File: src/rtl/step_if.sv
// step_if: step offer/consume handshake between the scheduler and the downstream FSM.
interface step_if;
   logic       step_req;
   logic       step_src;
   logic       step_ack;
   logic [1:0] pending;
   logic       ovf;
   modport master(output step_req, step_src, pending, ovf, input step_ack);
   modport slave(input step_req, step_src, pending, ovf, output step_ack);
endinterface

File: src/rtl/step_scheduler.sv
// step_scheduler: merges rotary manual steps (queued) and periodic auto ticks into a paced step offer.
module step_scheduler #(
   parameter int TICK_CYCLES = 100000000,
   parameter int QMAX        = 3
) (
   input  logic       clk,
   input  logic       rst_n,
   input  logic       rot_event,
   input  logic       auto_en,
   input  logic [1:0] rate_sel,
   input  logic       clr_ovf,
   step_if.master     s
);
   localparam int TW = $clog2(TICK_CYCLES + 1);
   typedef enum logic [1:0] {IDLE, REQ, GAP} state_t;
   state_t state, state_n;
   logic src, src_n, prev, auto_pend, ovf;
   logic [1:0] pending;
   logic [TW-1:0] timer, period;
   logic tick, edge_m, ack_m, ack_a, drop;
   assign period = TW'(TICK_CYCLES >> rate_sel);
   // >= rather than == so shrinking the period mid-count still wraps next cycle
   assign tick   = auto_en && (timer >= period - 1'b1);
   assign edge_m = rot_event & ~prev;
   assign ack_m  = (state == REQ) && s.step_ack && src;
   assign ack_a  = (state == REQ) && s.step_ack && !src;
   assign drop   = (edge_m && !ack_m && pending == 2'(QMAX)) || (tick && auto_pend && !ack_a);
   assign s.step_req = (state == REQ);
   assign s.step_src = src;
   assign s.pending  = pending;
   assign s.ovf      = ovf;
   always_ff @(posedge clk or negedge rst_n) begin
      if (!rst_n) begin
         state     <= IDLE;
         src       <= 1'b0;
         prev      <= 1'b1;
         auto_pend <= 1'b0;
         timer     <= '0;
         pending   <= 2'd0;
         ovf       <= 1'b0;
      end else begin
         state     <= state_n;
         src       <= src_n;
         prev      <= rot_event;
         timer     <= (tick || !auto_en) ? '0 : timer + 1'b1;
         auto_pend <= tick || (auto_pend && !ack_a);
         pending   <= (edge_m && !ack_m && pending != 2'(QMAX)) ? pending + 2'd1 :
                      (ack_m && !edge_m) ? pending - 2'd1 : pending;
         ovf       <= drop || (ovf && !clr_ovf);
      end
   end
   always_comb begin
      state_n = state;
      src_n   = src;
      if (state == IDLE && (pending != 2'd0 || auto_pend)) begin
         state_n = REQ;
         src_n   = (pending != 2'd0);
      end else if (state == REQ && s.step_ack) state_n = GAP;
      else if (state == GAP) state_n = IDLE;
   end
endmodule

File: src/flat_wrapper.sv
// flat-port wrapper written by rule: the top's interface ports become plain ports
module step_scheduler_flat 
#(
   parameter int TICK_CYCLES = 100000000,
   parameter int QMAX        = 3
)
  (clk, rst_n, rot_event, auto_en, rate_sel, clr_ovf, s_step_req, s_step_src, s_pending, s_ovf, s_step_ack);
  step_if s_i ();
  input  logic clk;
  input  logic rst_n;
  input  logic rot_event;
  input  logic auto_en;
  input  logic [1:0] rate_sel;
  input  logic clr_ovf;
  output wire logic [$bits(s_i.step_req)-1:0] s_step_req;
  output wire logic [$bits(s_i.step_src)-1:0] s_step_src;
  output wire logic [$bits(s_i.pending)-1:0] s_pending;
  output wire logic [$bits(s_i.ovf)-1:0] s_ovf;
  input wire logic [$bits(s_i.step_ack)-1:0] s_step_ack;
  assign s_step_req = s_i.step_req;
  assign s_step_src = s_i.step_src;
  assign s_pending = s_i.pending;
  assign s_ovf = s_i.ovf;
  assign s_i.step_ack = s_step_ack;
  step_scheduler #(.TICK_CYCLES(TICK_CYCLES), .QMAX(QMAX)) u_core (.clk(clk), .rst_n(rst_n), .rot_event(rot_event), .auto_en(auto_en), .rate_sel(rate_sel), .clr_ovf(clr_ovf), .s(s_i));
endmodule
File: config.mk
export PLATFORM = sky130hd
export DESIGN_NAME = step_scheduler_flat
export DESIGN_NICKNAME = d
export VERILOG_FILES = /design/src/rtl/step_if.sv /design/src/rtl/step_scheduler.sv /design/src/flat_wrapper.sv
export SDC_FILE = /design/constraint.sdc
export NUM_CORES = 1
export LEC_CHECK = 0
export CAP_MARGIN = 20
export CORE_ASPECT_RATIO = 1.5
export CORE_MARGIN = 2
export CORE_UTILIZATION = 30
export CTS_BUF_LIST = sky130_fd_sc_hd__clkbuf_4 sky130_fd_sc_hd__clkbuf_8
export DETAILED_ROUTE_END_ITERATION = 7
export GPL_TIMING_DRIVEN = 0
export PLACE_DENSITY = 0.46
export SYNTH_ARGS = -nofsm -noshare
export SYNTH_HDL_FRONTEND = slang
export SYNTH_SLANG_ARGS = --single-unit
File: constraint.sdc
create_clock -name clk -period 4.45 [get_ports clk]
set_input_delay 0.89 -clock clk [delete_from_list [all_inputs] [get_ports clk]]
set_output_delay 0.89 -clock clk [all_outputs]
set_load 0.02 [all_outputs]
=== Word level (Yosys, flattened, before mapping) ===
Cells that the tools add are included.

* Flip-flop bits (word level): 35
* Input bits: 8
* Output and inout port bits: 5
* Word-level logic and storage cells: 53

* Add/subtract/negate cells: 4
* Magnitude comparators: 1
* Equality and inequality tests: 4
* Shift operators: 1
* Multiplexer cells: 6
* Bitwise gates (word level): 2
* Reduce and logical (&&, ||, !) cells: 28

{| class="wikitable"
|+ Operator list
! operator !! number
|-
| adder 27 x 1 -> 27 bit, second input constant || 1
|-
| >= comparator 27 bit || 1
|-
| two-way mux 27 bit || 1
|-
| >> shifter 27 x 2 -> 27 bit, first input constant || 1
|-
| subtractor 27 x 1 -> 27 bit, second input constant || 1
|-
| logical AND 1 bit || 13
|-
| two-way mux 2 bit || 5
|-
| zero test 1 bit || 6
|-
| logical OR 1 bit || 5
|-
| == test 2 bit, second input constant || 2
|-
| nonzero test 2 bit || 2
|-
| nonzero test 3 bit || 1
|-
| adder 2 x 1 -> 2 bit, second input constant || 1
|-
| == test 2 x 1 -> 1 bit, second input constant || 1
|-
| zero test 2 bit || 1
|-
| inequality test 2 bit, second input constant || 1
|-
| subtractor 2 x 1 -> 2 bit, second input constant || 1
|-
| bitwise AND 1 bit || 1
|-
| NOT 1 bit || 1
|}

=== Depth between registers and ports, before layout ===
Gate-level depths: netlist (run 1).

* Depth in word-level cells: 8
* Depth in mapped cells: 12
* Depth with buffers taken out: 11

=== Least setup slack after synthesis (run 1) ===
No wires, ideal clock.

* Kind: input -> register
* Start point: input rate_sel[1]
* End point: register u_core.timer[20]
* Setup time: 0.119 ns
* Arrival: 2.674 ns
* Required time: 4.331 ns
* Slack: 1.657 ns
* Stages: 10
* Path buffers: 1
* Cell sequence: nor2b_4 inv_1 ha_1 ha_1 nand4_1 a2111oi_2 o211ai_2 nand4_4 buf_8 nor2_2

* Word-level cells in the longest chain between the ends: 6

{| class="wikitable"
|+ Ends and longest elaborated chain
! item !! line !! source
|-
| from (decl) || flat_wrapper.sv:13 || <nowiki>input logic [1:0] rate_sel;</nowiki>
|-
| >> shifter 27 x 2 -> 27 bit || step_scheduler.sv:21 || <nowiki>assign period = TW'(TICK_CYCLES >> rate_sel);</nowiki>
|-
| subtractor 27 x 1 -> 27 bit || step_scheduler.sv:23 || <nowiki>assign tick = auto_en && (timer >= period - 1'b1);</nowiki>
|-
| >= comparator 27 bit || step_scheduler.sv:23 ||
|-
| logical AND 1 bit || step_scheduler.sv:23 ||
|-
| logical OR 1 bit || step_scheduler.sv:45 || <nowiki>timer <= (tick || !auto_en) ? '0 : timer + 1'b1;</nowiki>
|-
| two-way mux 27 bit || step_scheduler.sv:45 ||
|-
| to (signal assigned) || step_scheduler.sv:45 ||
|-
| to (decl) || step_scheduler.sv:19 || <nowiki>logic [TW-1:0] timer, period;</nowiki>
|}

No other way between the ends.
A chain may end at the register's enable or synchronous reset.

=== Worst setup path in the final report (run 1) ===
* Start point: input rate_sel[0]
* End point: register u_core.timer[9]

Same word-level chain as after synthesis.

==> flow_metrics.py, run 1 <==
metrics = {
    "route": {
        "wl_um": 5060,
        "routed_via_density": 4.78,
        "drt_first_pass_iters": 4,
        "vias": 1717,
        "ant_nets": 0,
        "drt_iter0_markers": 86,
        "wire_per_inst_um": 14.1,
        "drc_errors": 0,
    },
    "layout": {
        "area_growth_pct": 15.5,
        "drive_above_1_share_pct": 10.4,
        "mostFrequentLayoutCells": "34 x dfrtp_1, 30 x nor2_1, 21 x ha_1",
        "multi_input_area_um2": 1290,
        "register_area_um2": 877,
        "antenna_cells": 0,
        "final_common_cell": "dfrtp_1",
        "fin_nets": 287,
        "nFillCells": 795,
    },
    "pwr": {
        "p_int_mw": 0.565,
        "switching_share_pct": 29.1,
        "clkPwrFrac_pct": 33.3,
        "ir_drop_uv": 90.3,
        "leakage_nw": 1.24,
        "power_density_nw_per_um2": 307,
        "pwr-share-comb_pct": 19.7,
        "finalPower_mw": 0.797,
        "p_sw_mw": 0.232,
        "p_seq_share_pct": 47.1,
    },
    "run": {
        "maxCapViolCount": 0,
    },
    "placed_design": {
        "hpwlAfterDp_um": 3840,
        "port_buffers": 12,
        "place.gp.congestion": 0.726,
        "place_worst_setup_slack_ns": 0.538,
    },
    "min_path": {
        "min_from": "u_core.timer[0]$_DFF_PN0_",
        "min_path_type": "register to register",
    },
    "sta": {
        "finalClockSkew_ns": 0.00810,
        "hold_slack_ns": 0.497,
        "setup_viol": 0,
        "hold_violations": 0,
        "worst_slew_pin_slew_ns": 0.838,
        "period_minus_slack_ns": 3.55,
        "layout_setup_ws_ns": 0.895,
        "fin_crit_sh_pct": 79.9,
        "fmax_mhz": 281,
        "maxSlewHeadroom_pct": 44.1,
        "fin_setup_tns_ns": 0,
        "grt_setup_unrepaired": "no",
        "drv_slew": 0,
    },
    "clock_network": {
        "cts_tree": "done",
        "clk-insertion-delay-late_ns": 0.29,
        "path_clk_slew_ns": 0.07,
        "cts_root_buf": "clkbuf_8",
        "cts_buffers": 5,
        "cts_hold_buffers": 0,
        "cts_resized": 0,
        "ctsLongestPathBuffers": 2,
        "postCtsSetupRepairBufs": 0,
        "cts.sinks": 35,
        "htreeDepth": 2,
    },
    "floorplan": {
        "die-width_um": 74.6,
        "dieHeight_um": 110,
        "die_area_um2": 8210,
        "rows": 38,
        "start_util_pct": 31.1,
        "ios": 13,
        "coreArea_um2": 7230,
    },
    "synth": {
        "synth_top_family_by_area": "simple AND/OR/NAND/NOR gates",
        "yosysWarnings": 0,
        "ys_seq_area_share_pct": 39.1,
        "syn_area_um2": 2250,
        "synth_simple_gate_area_share_pct": 25.0,
        "synth_top_flop_cell": "dfrtp_1",
        "async_reset_ff_share_pct": 100,
        "synth_mux_area_share_pct": 0,
        "synth_compound_area_share_pct": 9.25,
        "synth.distinct_cells": 43,
        "syn_inst": 238,
        "avgSynthCellArea_um2": 9.44,
        "synth_xor_area_share_pct": 10.5,
        "synth-seq-cells": 35,
        "synth_edf_count": 0,
        "synthAdderAreaFrac_pct": 12.1,
    },
    "critical_path": {
        "critical_path.max_fanout": 10,
        "slowest_stage": "clkdlybuf4s50_1",
        "timing.rr.start": "u_core.timer[14]$_DFF_PN0_",
        "startpoint": "rate_sel[0]",
        "crit_arrival_ns": 3.77,
        "cp_top_family": "buffers and inverters",
        "startpoint_type": "primary input",
        "critPathCaptureType": "register",
        "cp.required_ns": 4.67,
        "cp_slowest_stage_delay_ns": 0.69,
        "crit_buf_inv": 3,
        "crit_chain": "clkdlybuf4s50_1, nand2_1, inv_1, ha_1, and3_1, a221oi_2, nor3b_1, o21ai_0, nand4_4, buf_6, nor2_1",
        "path_class": "primary input to register",
    },
    "global_routing": {
        "gr-total-overflow": 0,
        "grt_max_degree": 36,
        "grt_usage_pct": 13.8,
        "grt_antenna_before_repair": 0,
        "grt_pass1_wl_um": 8380,
        "first_global_vias": 1752,
    },
    "status": {
        "status": "finished, final reports clean",
    },
}
## layer usage
layer | wire length [µm] | share of wire [%] | up-vias | global-route usage, %
met5 | 0 | 0 | - | 0
met4 | 91 | 1.8 | 0 | 5.48
met3 | 106 | 2.1 | 8 | 2.64
met2 | 2720 | 54 | 20 | 25.7
met1 | 2150 | 42 | 826 | 15.0
li1 | - | - | 863 | -
## logic make-up (layout without fill, tap and decap cells)
family	after synthesis	after routing
and+or+nand+nor	107	107
other	2	3
xor gates and xnor gates	27	27
buffers and inverters	17	37
adders and majority gates	22	22
AOI/OAI and AO/OA	28	28
DFF	35	35
## sequential cells by signal, summed over array words and instances (netlist names)
signal / flops
u_core.s.pending: 2
u_core.auto_pend: 1
u_core.timer: 27
u_core.s.step_src: 1
u_core.state: 2
u_core.s.ovf: 1
u_core.prev: 1
## power by group through the flow
stage / registers, mW / logic [mW] / clock network, mW
floorplan: 0.390 / 0.0800 / 0
global placement: 0.381 / 0.159 / 0
detailed placement: 0.381 / 0.160 / 0
CTS: 0.375 / 0.160 / 0.281
global route: 0.379 / 0.176 / 0.296
finish: 0.375 / 0.157 / 0.265
## path summary, 6_finish.rpt
path / to / depth (start not counted) / slack (ns)
setup / recovery: u_core.timer[9]$_DFF_PN0_ / 11 / 0.90
hold / removal: u_core.timer[0]$_DFF_PN0_ / 1 / 0.50
setup reg to reg: u_core.timer[9]$_DFF_PN0_ / 8 / 1.96
hold reg to reg: u_core.timer[0]$_DFF_PN0_ / 1 / 0.50
max in group asynchronous: u_core.timer[6]$_DFF_PN0_ / 1 / 3.21
min in group asynchronous: u_core.timer[17]$_DFF_PN0_ / 1 / 0.69
## worst reg2reg max path, stage by stage, from the launching register on
cell and delay [ns]:
dfrtp_1 0.45, ha_1 0.35, and3_1 0.20, a221oi_2 0.26, nor3b_1 0.08, o21ai_0 0.43, nand4_4 0.30, buf_6 0.23
nor2_1 0.11
## synth_stat cells (2+ instances only)
cell type | number | area [µm²]
dfrtp_1 | 34 | 851
nor2_1 | 30 | 113
ha_1 | 21 | 263
nand2_1 | 18 | 67.6
xor2_1 | 18 | 158
nand3_1 | 16 | 80.1
inv_1 | 13 | 48.8
xnor2_1 | 9 | 78.8
and3_1 | 8 | 50.1
nand4_1 | 8 | 50.1
nor2_2 | 8 | 50.1
a21oi_1 | 7 | 35.0
a21o_1 | 6 | 45.0
nor3_1 | 6 | 30.0
and4_1 | 3 | 26.3
o21ai_0 | 3 | 15.0
conb_1 | 2 | 7.51
nor3b_1 | 2 | 15.0
o21a_1 | 2 | 15.0
## cell type report
type,count,share of cell area [%]
tap,100,4.82
timing repair buffer,12,4.44
multi-input combinational,187,49.7
buffer,4,1.35
inverter,13,1.88
sequential,35,33.8
clock buffer,8,4.00
## metrics by stage
| step | cell area (µm²) | utilization [%] | cells |
|---|---|---|---|
| CTS | 2590 | 35.9 | 359 |
| global route | 2590 | 35.9 | 359 |
| finish | 2590 | 35.9 | 359 |
| global placement | 2490 | 34.5 | 351 |
| floorplan | 2250 | - | 239 |
| detailed placement | 2490 | 34.5 | 351 |
Power figures use the tool's default switching activity.
==> run 2, diff against run 1 <==
--- a/config.mk
+++ b/config.mk
@@ -12,7 +12,7 @@
 export CTS_BUF_LIST = sky130_fd_sc_hd__clkbuf_4 sky130_fd_sc_hd__clkbuf_8
 export DETAILED_ROUTE_END_ITERATION = 7
 export GPL_TIMING_DRIVEN = 0
-export PLACE_DENSITY = 0.46
+export PLACE_DENSITY = 0.47
 export SYNTH_ARGS = -nofsm -noshare
 export SYNTH_HDL_FRONTEND = slang
 export SYNTH_SLANG_ARGS = --single-unit
==> constraint.sdc (replaced) <==
create_clock -name clk -period 3.2 [get_ports clk]
set_input_delay 0.64 -clock clk [delete_from_list [all_inputs] [get_ports clk]]
set_output_delay 0.64 -clock clk [all_outputs]
set_load 0.02 [all_outputs]
==> run 2 against run 1 <==
Net effect:
- flip-flop and latch count did not move
- non-clock buffer count rose by 2
- via count fell by 1.1%
- sequential share of layout area fell by 0.51 points
- sequential power rose by 39%
- critical path depth did not move
- routed wire length fell by 2.8%
- clock power rose by 58%
- combinational power rose by 39%
- die area did not move
- total power rose by 45%
- register-to-register slack got worse by 1.1 ns
- largest cell class unchanged
==> flow_metrics.py, run 2 (synthesized netlist as in run 1, its figures left out) <==
metrics = {
    "layout": {
        "drive_above_1_share_pct": 11.1,
        "nFillCells": 769,
        "area_growth_pct": 17.3,
        "antenna_cells": 0,
        "top_regs": "u_core.timer: 27 flops, u_core.s.pending: 2 flops, u_core.state: 2 flops",
        "mostFrequentLayoutCells": "34 x dfrtp_1, 30 x nor2_1, 21 x ha_1",
        "largest_reg_flops": 27,
        "final_common_cell": "dfrtp_1",
        "final_util_pct": 36.4,
        "fin_nets": 289,
        "largest-register": "u_core.timer",
    },
    "clock_network": {
        "cts_buffers": 5,
        "clk-insertion-delay-late_ns": 0.29,
        "cts_root_buf": "clkbuf_8",
        "path_clk_slew_ns": 0.07,
        "htreeDepth": 2,
        "ctsLongestPathBuffers": 2,
        "cts_tree": "done",
        "cts.sinks": 35,
    },
    "critical_path": {
        "path_class": "primary input to register",
        "crit_chain": "clkdlybuf4s50_1, nor2b_4, inv_1, ha_1, ha_1, nand4_1, a2111oi_4, o211ai_2, nand4_4, buf_6, nor2_1",
        "crit_arrival_ns": 3.23,
        "cp.depth": 11,
        "cp_slowest_stage_delay_ns": 0.58,
        "worst-r2r-cell-count": 8,
        "critical_path.max_fanout": 10,
        "cp_top_family": "buffers and inverters",
        "startpoint_type": "primary input",
        "cpMostUsedCell": "ha_1",
        "cp.required_ns": 3.38,
        "slowest_stage": "clkdlybuf4s50_1",
        "crit_buf_inv": 3,
        "critPathCaptureType": "register",
    },
    "route": {
        "drc_errors": 0,
        "drt_iter0_markers": 53,
        "ant_nets": 0,
        "wl_um": 4920,
        "wire_per_inst_um": 13.6,
        "vias": 1698,
        "routed_via_density": 4.70,
        "drt_first_pass_iters": 4,
    },
    "sta": {
        "maxSlewHeadroom_pct": 46.4,
        "period_minus_slack_ns": 3.05,
        "fmax_mhz": 328,
        "setup_viol": 0,
        "grt_setup_unrepaired": "no",
        "fin_setup_tns_ns": 0,
        "hold_violations": 0,
        "drv_slew": 0,
        "fin_crit_sh_pct": 95.3,
        "finalClockSkew_ns": 0.00763,
        "worst_slew_pin_slew_ns": 0.804,
    },
    "pwr": {
        "leakage_nw": 1.26,
        "power_density_nw_per_um2": 440,
        "ir_drop_uv": 178,
        "finalPower_mw": 1.16,
    },
    "floorplan": {
        "coreArea_um2": 7230,
        "die_area_um2": 8210,
        "start_util_pct": 31.1,
        "ios": 13,
        "dieHeight_um": 110,
        "die-width_um": 74.6,
        "rows": 38,
    },
    "run": {
        "maxCapViolCount": 0,
    },
    "global_routing": {
        "first_global_vias": 1702,
        "grt_pass1_wl_um": 8330,
        "grt_max_degree": 36,
        "gr-total-overflow": 0,
        "grt_usage_pct": 13.7,
        "grt_antenna_before_repair": 0,
    },
    "min_path": {
        "min_path_type": "primary input to async pin",
    },
    "placed_design": {
        "port_buffers": 12,
        "hpwlAfterDp_um": 3770,
        "place.gp.congestion": 0.808,
    },
    "status": {
        "status": "finished, final reports clean",
    },
}
run 2: through the flow:
| stage | instances | instance area (µm²) | hold slack [ns] | setup WS [ns] |
|---|---|---|---|---|
| floorplan | 239 | 2250 | 0.344 | 0.657 |
| global placement | 351 | 2490 | 0.483 | -0.393 |
| detailed placement | 351 | 2490 | 0.486 | -0.392 |
| CTS | 360 | 2630 | 0.466 | 0.0573 |
| global route | 361 | 2630 | 0.508 | 0.00667 |
| finish | 361 | 2630 | 0.426 | 0.150 |
run 2: final timing paths:
kind / startpoint / endpoint / slack (ns)
max: rate_sel[1] / u_core.timer[14]$_DFF_PN0_ / 0.15
min: rst_n / u_core.timer[9]$_DFF_PN0_ / 0.43
max reg2reg: u_core.timer[14]$_DFF_PN0_ / u_core.timer[14]$_DFF_PN0_ / 0.86
min reg2reg: u_core.timer[0]$_DFF_PN0_ / u_core.timer[0]$_DFF_PN0_ / 0.49
max in group asynchronous: rst_n / u_core.timer[23]$_DFF_PN0_ / 2.25
min in group clk: u_core.timer[0]$_DFF_PN0_ / u_core.timer[0]$_DFF_PN0_ / 0.49
run 2: report_power, final:
part	total (mW)	leakage, nW	internal [mW]	switching, mW
combinational	0.218	0.739	0.103	0.115
clock	0.418	0.0612	0.252	0.165
sequential	0.522	0.462	0.479	0.0435
run 2: worst reg2reg max path, delay by kind of cell (launching register included):
| family | cells | cell delay (ns) |
|---|---|---|
| fa+ha+maj | 1 | 0.36 |
| buf+inv | 1 | 0.22 |
| simple gates | 4 | 0.63 |
| flops | 1 | 0.47 |
| compound gates | 2 | 0.62 |
run 2: layout make-up:
class	count	area (µm²)	area share (%)
multi-input combinational	187	1300	49.4
sequential	35	877	33.3
timing repair buffer	14	129	4.89
tap	100	125	4.75
clock buffer	6	82.6	3.14
inverter	13	48.8	1.85
clock inverter	2	35.0	1.33
buffer	4	35.0	1.33
run 2: repair_timing:
item / 4_1_cts / 5_1_grt
pin swaps: 1 / 0
gates resized for setup: 2 / 0
setup endpoints to repair: 20 / 26
hold buffers: 0 / 0
setup buffers: 1 / 1
run 2: metal layers:
| layer | share of wire [%] | global-route usage, % | vias up | routed length [µm] |
|---|---|---|---|---|
| met5 | 0 | 0 | - | 0 |
| met4 | 1.8 | 5.36 | 0 | 90 |
| met3 | 3.4 | 2.91 | 5 | 167 |
| met2 | 53 | 25.0 | 27 | 2620 |
| met1 | 41 | 15.1 | 797 | 2040 |
| li1 | - | - | 869 | - |
==> run 3, diff against run 2 <==
--- a/config.mk
+++ b/config.mk
@@ -8,11 +8,11 @@
 export CAP_MARGIN = 20
 export CORE_ASPECT_RATIO = 1.5
 export CORE_MARGIN = 2
-export CORE_UTILIZATION = 30
+export CORE_UTILIZATION = 56
 export CTS_BUF_LIST = sky130_fd_sc_hd__clkbuf_4 sky130_fd_sc_hd__clkbuf_8
 export DETAILED_ROUTE_END_ITERATION = 7
 export GPL_TIMING_DRIVEN = 0
-export PLACE_DENSITY = 0.47
+export PLACE_DENSITY = 0.79
 export SYNTH_ARGS = -nofsm -noshare
 export SYNTH_HDL_FRONTEND = slang
 export SYNTH_SLANG_ARGS = --single-unit
==> constraint.sdc (replaced) <==
create_clock -name clk -period 2.6 [get_ports clk]
set_input_delay 0.52 -clock clk [delete_from_list [all_inputs] [get_ports clk]]
set_output_delay 0.52 -clock clk [all_outputs]
set_load 0.02 [all_outputs]
==> run 3 against run 2 <==
Net effect:
- sequential power rose by 23%
- utilization rose by 29 points
- clock-buffer cell count rose by 2
- sequential share of layout area rose by 1.1 points
- setup slack improved by 0.061 ns
- critical path depth did not move
- highest routed layer unchanged
- routed wire length fell by 6.2%
- final cell count fell by 15%
- worst hold slack got worse by 0.13 ns
- largest cell class unchanged
- combinational power rose by 24%
- die area fell by 45%
==> flow_metrics.py, run 3 (synthesized netlist as in run 1, its figures left out) <==
metrics = {
    "route": {
        "drt_iter0_markers": 48,
        "wire_per_inst_um": 15.1,
        "ant_nets": 0,
        "drt_first_pass_iters": 4,
        "drc_errors": 0,
        "routed_via_density": 5.70,
        "wl_um": 4620,
        "vias": 1743,
    },
    "sta": {
        "period_minus_slack_ns": 2.39,
        "hold_slack_ns": 0.298,
        "hold_violations": 0,
        "finalClockSkew_ns": 0.00408,
        "fin_crit_sh_pct": 91.9,
        "drv_slew": 0,
        "layout_setup_ws_ns": 0.211,
        "maxSlewHeadroom_pct": 48.7,
        "fmax_mhz": 419,
        "setup_viol": 0,
        "worst_slew_pin_slew_ns": 0.770,
    },
    "global_routing": {
        "grt_pass1_wl_um": 7790,
        "grt_max_degree": 36,
        "grt_antenna_before_repair": 0,
        "first_global_vias": 1792,
        "gr-total-overflow": 0,
        "grt_usage_pct": 22.5,
    },
    "placed_design": {
        "place.gp.congestion": 0.881,
        "place_worst_setup_slack_ns": -0.782,
        "hpwlAfterDp_um": 3530,
        "placed_cells": 296,
        "port_buffers": 12,
        "placed_area_um2": 2420,
    },
    "clock_network": {
        "cts_tree": "done",
        "path_clk_slew_ns": 0.07,
        "htreeDepth": 2,
        "ctsLongestPathBuffers": 2,
        "cts_root_buf": "clkbuf_8",
        "cts_buffers": 5,
        "clk-insertion-delay-late_ns": 0.29,
        "cts.sinks": 35,
    },
    "critical_path": {
        "critPathCaptureType": "register",
        "r2r_slack_ns": 0.36,
        "timing.rr.start": "u_core.timer[0]$_DFF_PN0_",
        "worst-r2r-cell-count": 8,
        "critical_path.max_fanout": 8,
        "startpoint_type": "primary input",
        "cp.required_ns": 2.82,
        "crit_arrival_ns": 2.61,
        "path_class": "primary input to register",
        "reg2reg_to": "u_core.timer[26]$_DFF_PN0_",
    },
    "layout": {
        "top_regs": "u_core.timer: 27 flops, u_core.s.pending: 2 flops, u_core.state: 2 flops",
        "drive_above_1_share_pct": 12.3,
        "mostFrequentLayoutCells": "34 x dfrtp_1, 30 x nor2_1, 21 x ha_1",
        "area_growth_pct": 13.4,
        "fin_area_um2": 2550,
        "fin_nets": 289,
        "largest-register": "u_core.timer",
        "final_cells": 306,
        "nFillCells": 334,
        "antenna_cells": 0,
        "largest_reg_flops": 27,
        "final_common_cell": "dfrtp_1",
    },
    "pwr": {
        "pwr-share-comb_pct": 20.0,
        "ir_drop_uv": 377,
        "leakage_nw": 1.26,
        "power_density_nw_per_um2": 533,
        "p_seq_share_pct": 47.2,
        "clkPwrFrac_pct": 32.7,
        "switching_share_pct": 28.6,
        "p_int_mw": 0.968,
        "p_sw_mw": 0.388,
    },
    "floorplan": {
        "die_area_um2": 4540,
        "rows": 28,
        "dieHeight_um": 81.6,
        "start_util_pct": 57.8,
        "die-width_um": 55.7,
        "coreArea_um2": 3890,
        "ios": 13,
    },
    "run": {
        "maxCapViolCount": 0,
    },
    "status": {
        "status": "finished, final reports clean",
    },
    "min_path": {
        "min_path_type": "primary input to async pin",
    },
}
-- run 3: worst max-delay path: stages --
cell and delay, ns:
clkbuf_2 0.17, nor2_1 0.26, inv_1 0.14, ha_1 0.32, o21a_1 0.19, nor2_1 0.19, a2111oi_4 0.07, o211ai_2 0.23
nand4_4 0.19, buf_4 0.21, nor2_1 0.11
-- run 3: layer usage --
layer	global-route usage, %	up-vias	part of all wire (%)
met4	12.2	0	3.9
met5	0	-	0
li1	-	869	-
met1	21.8	824	39
met2	44.8	35	55
met3	3.62	15	2.7
-- run 3: per-stage QoR --
| stage | TNS (ns) | power, mW | utilization, % |
|---|---|---|---|
| final | 0 | 1.36 | 65.5 |
| after global placement | -19.24 | 0.917 | 62.4 |
| after global routing | -0.00223 | 1.43 | 65.5 |
| after detailed placement | -20.31 | 0.924 | 62.3 |
| after CTS | 0 | 1.38 | 65.3 |
| after floorplan | 0 | 0.804 | - |
-- run 3: cell type report --
cell class	instances	area, µm²	area share (%)
clock buffer	8	104	4.08
timing repair buffer	14	120	4.72
multi-input combinational	187	1310	51.3
tap	45	56.3	2.21
inverter	13	48.8	1.92
sequential	35	877	34.4
buffer	4	35.0	1.38
-- run 3: what timing repair did --
item,4_1_cts,5_1_grt
pin swaps,1,3
gates resized for setup,3,6
hold buffers,0,0
endpoints found under the setup margin,29,29
setup buffers,2,0
-- run 3: worst max path at each step --
stage / from / endpoint / slack, ns / cells after the start
4_1_cts: rate_sel[0] / u_core.timer[12]$_DFF_PN0_ / 0.002 / 10
5_1_grt: rate_sel[0] / u_core.timer[12]$_DFF_PN0_ / -0.002 / 11
6_report: rate_sel[0] / u_core.timer[6]$_DFF_PN0_ / 0.21 / 11
2_1_floorplan: rate_sel[1] / u_core.timer[20]$_DFF_PN0_ / 0.18 / 10
3_3_place_gp: rate_sel[0] / u_core.timer[20]$_DFF_PN0_ / -0.71 / 11
3_5_place_dp: rate_sel[0] / u_core.timer[12]$_DFF_PN0_ / -0.78 / 11
-- run 3: power groups by stage --
stage	combinational, mW	sequential (mW)	clock (mW)
global route	0.302	0.652	0.477
CTS	0.275	0.641	0.461
finish	0.271	0.641	0.444
detailed placement	0.272	0.652	0
global placement	0.267	0.649	0
floorplan	0.137	0.667	0
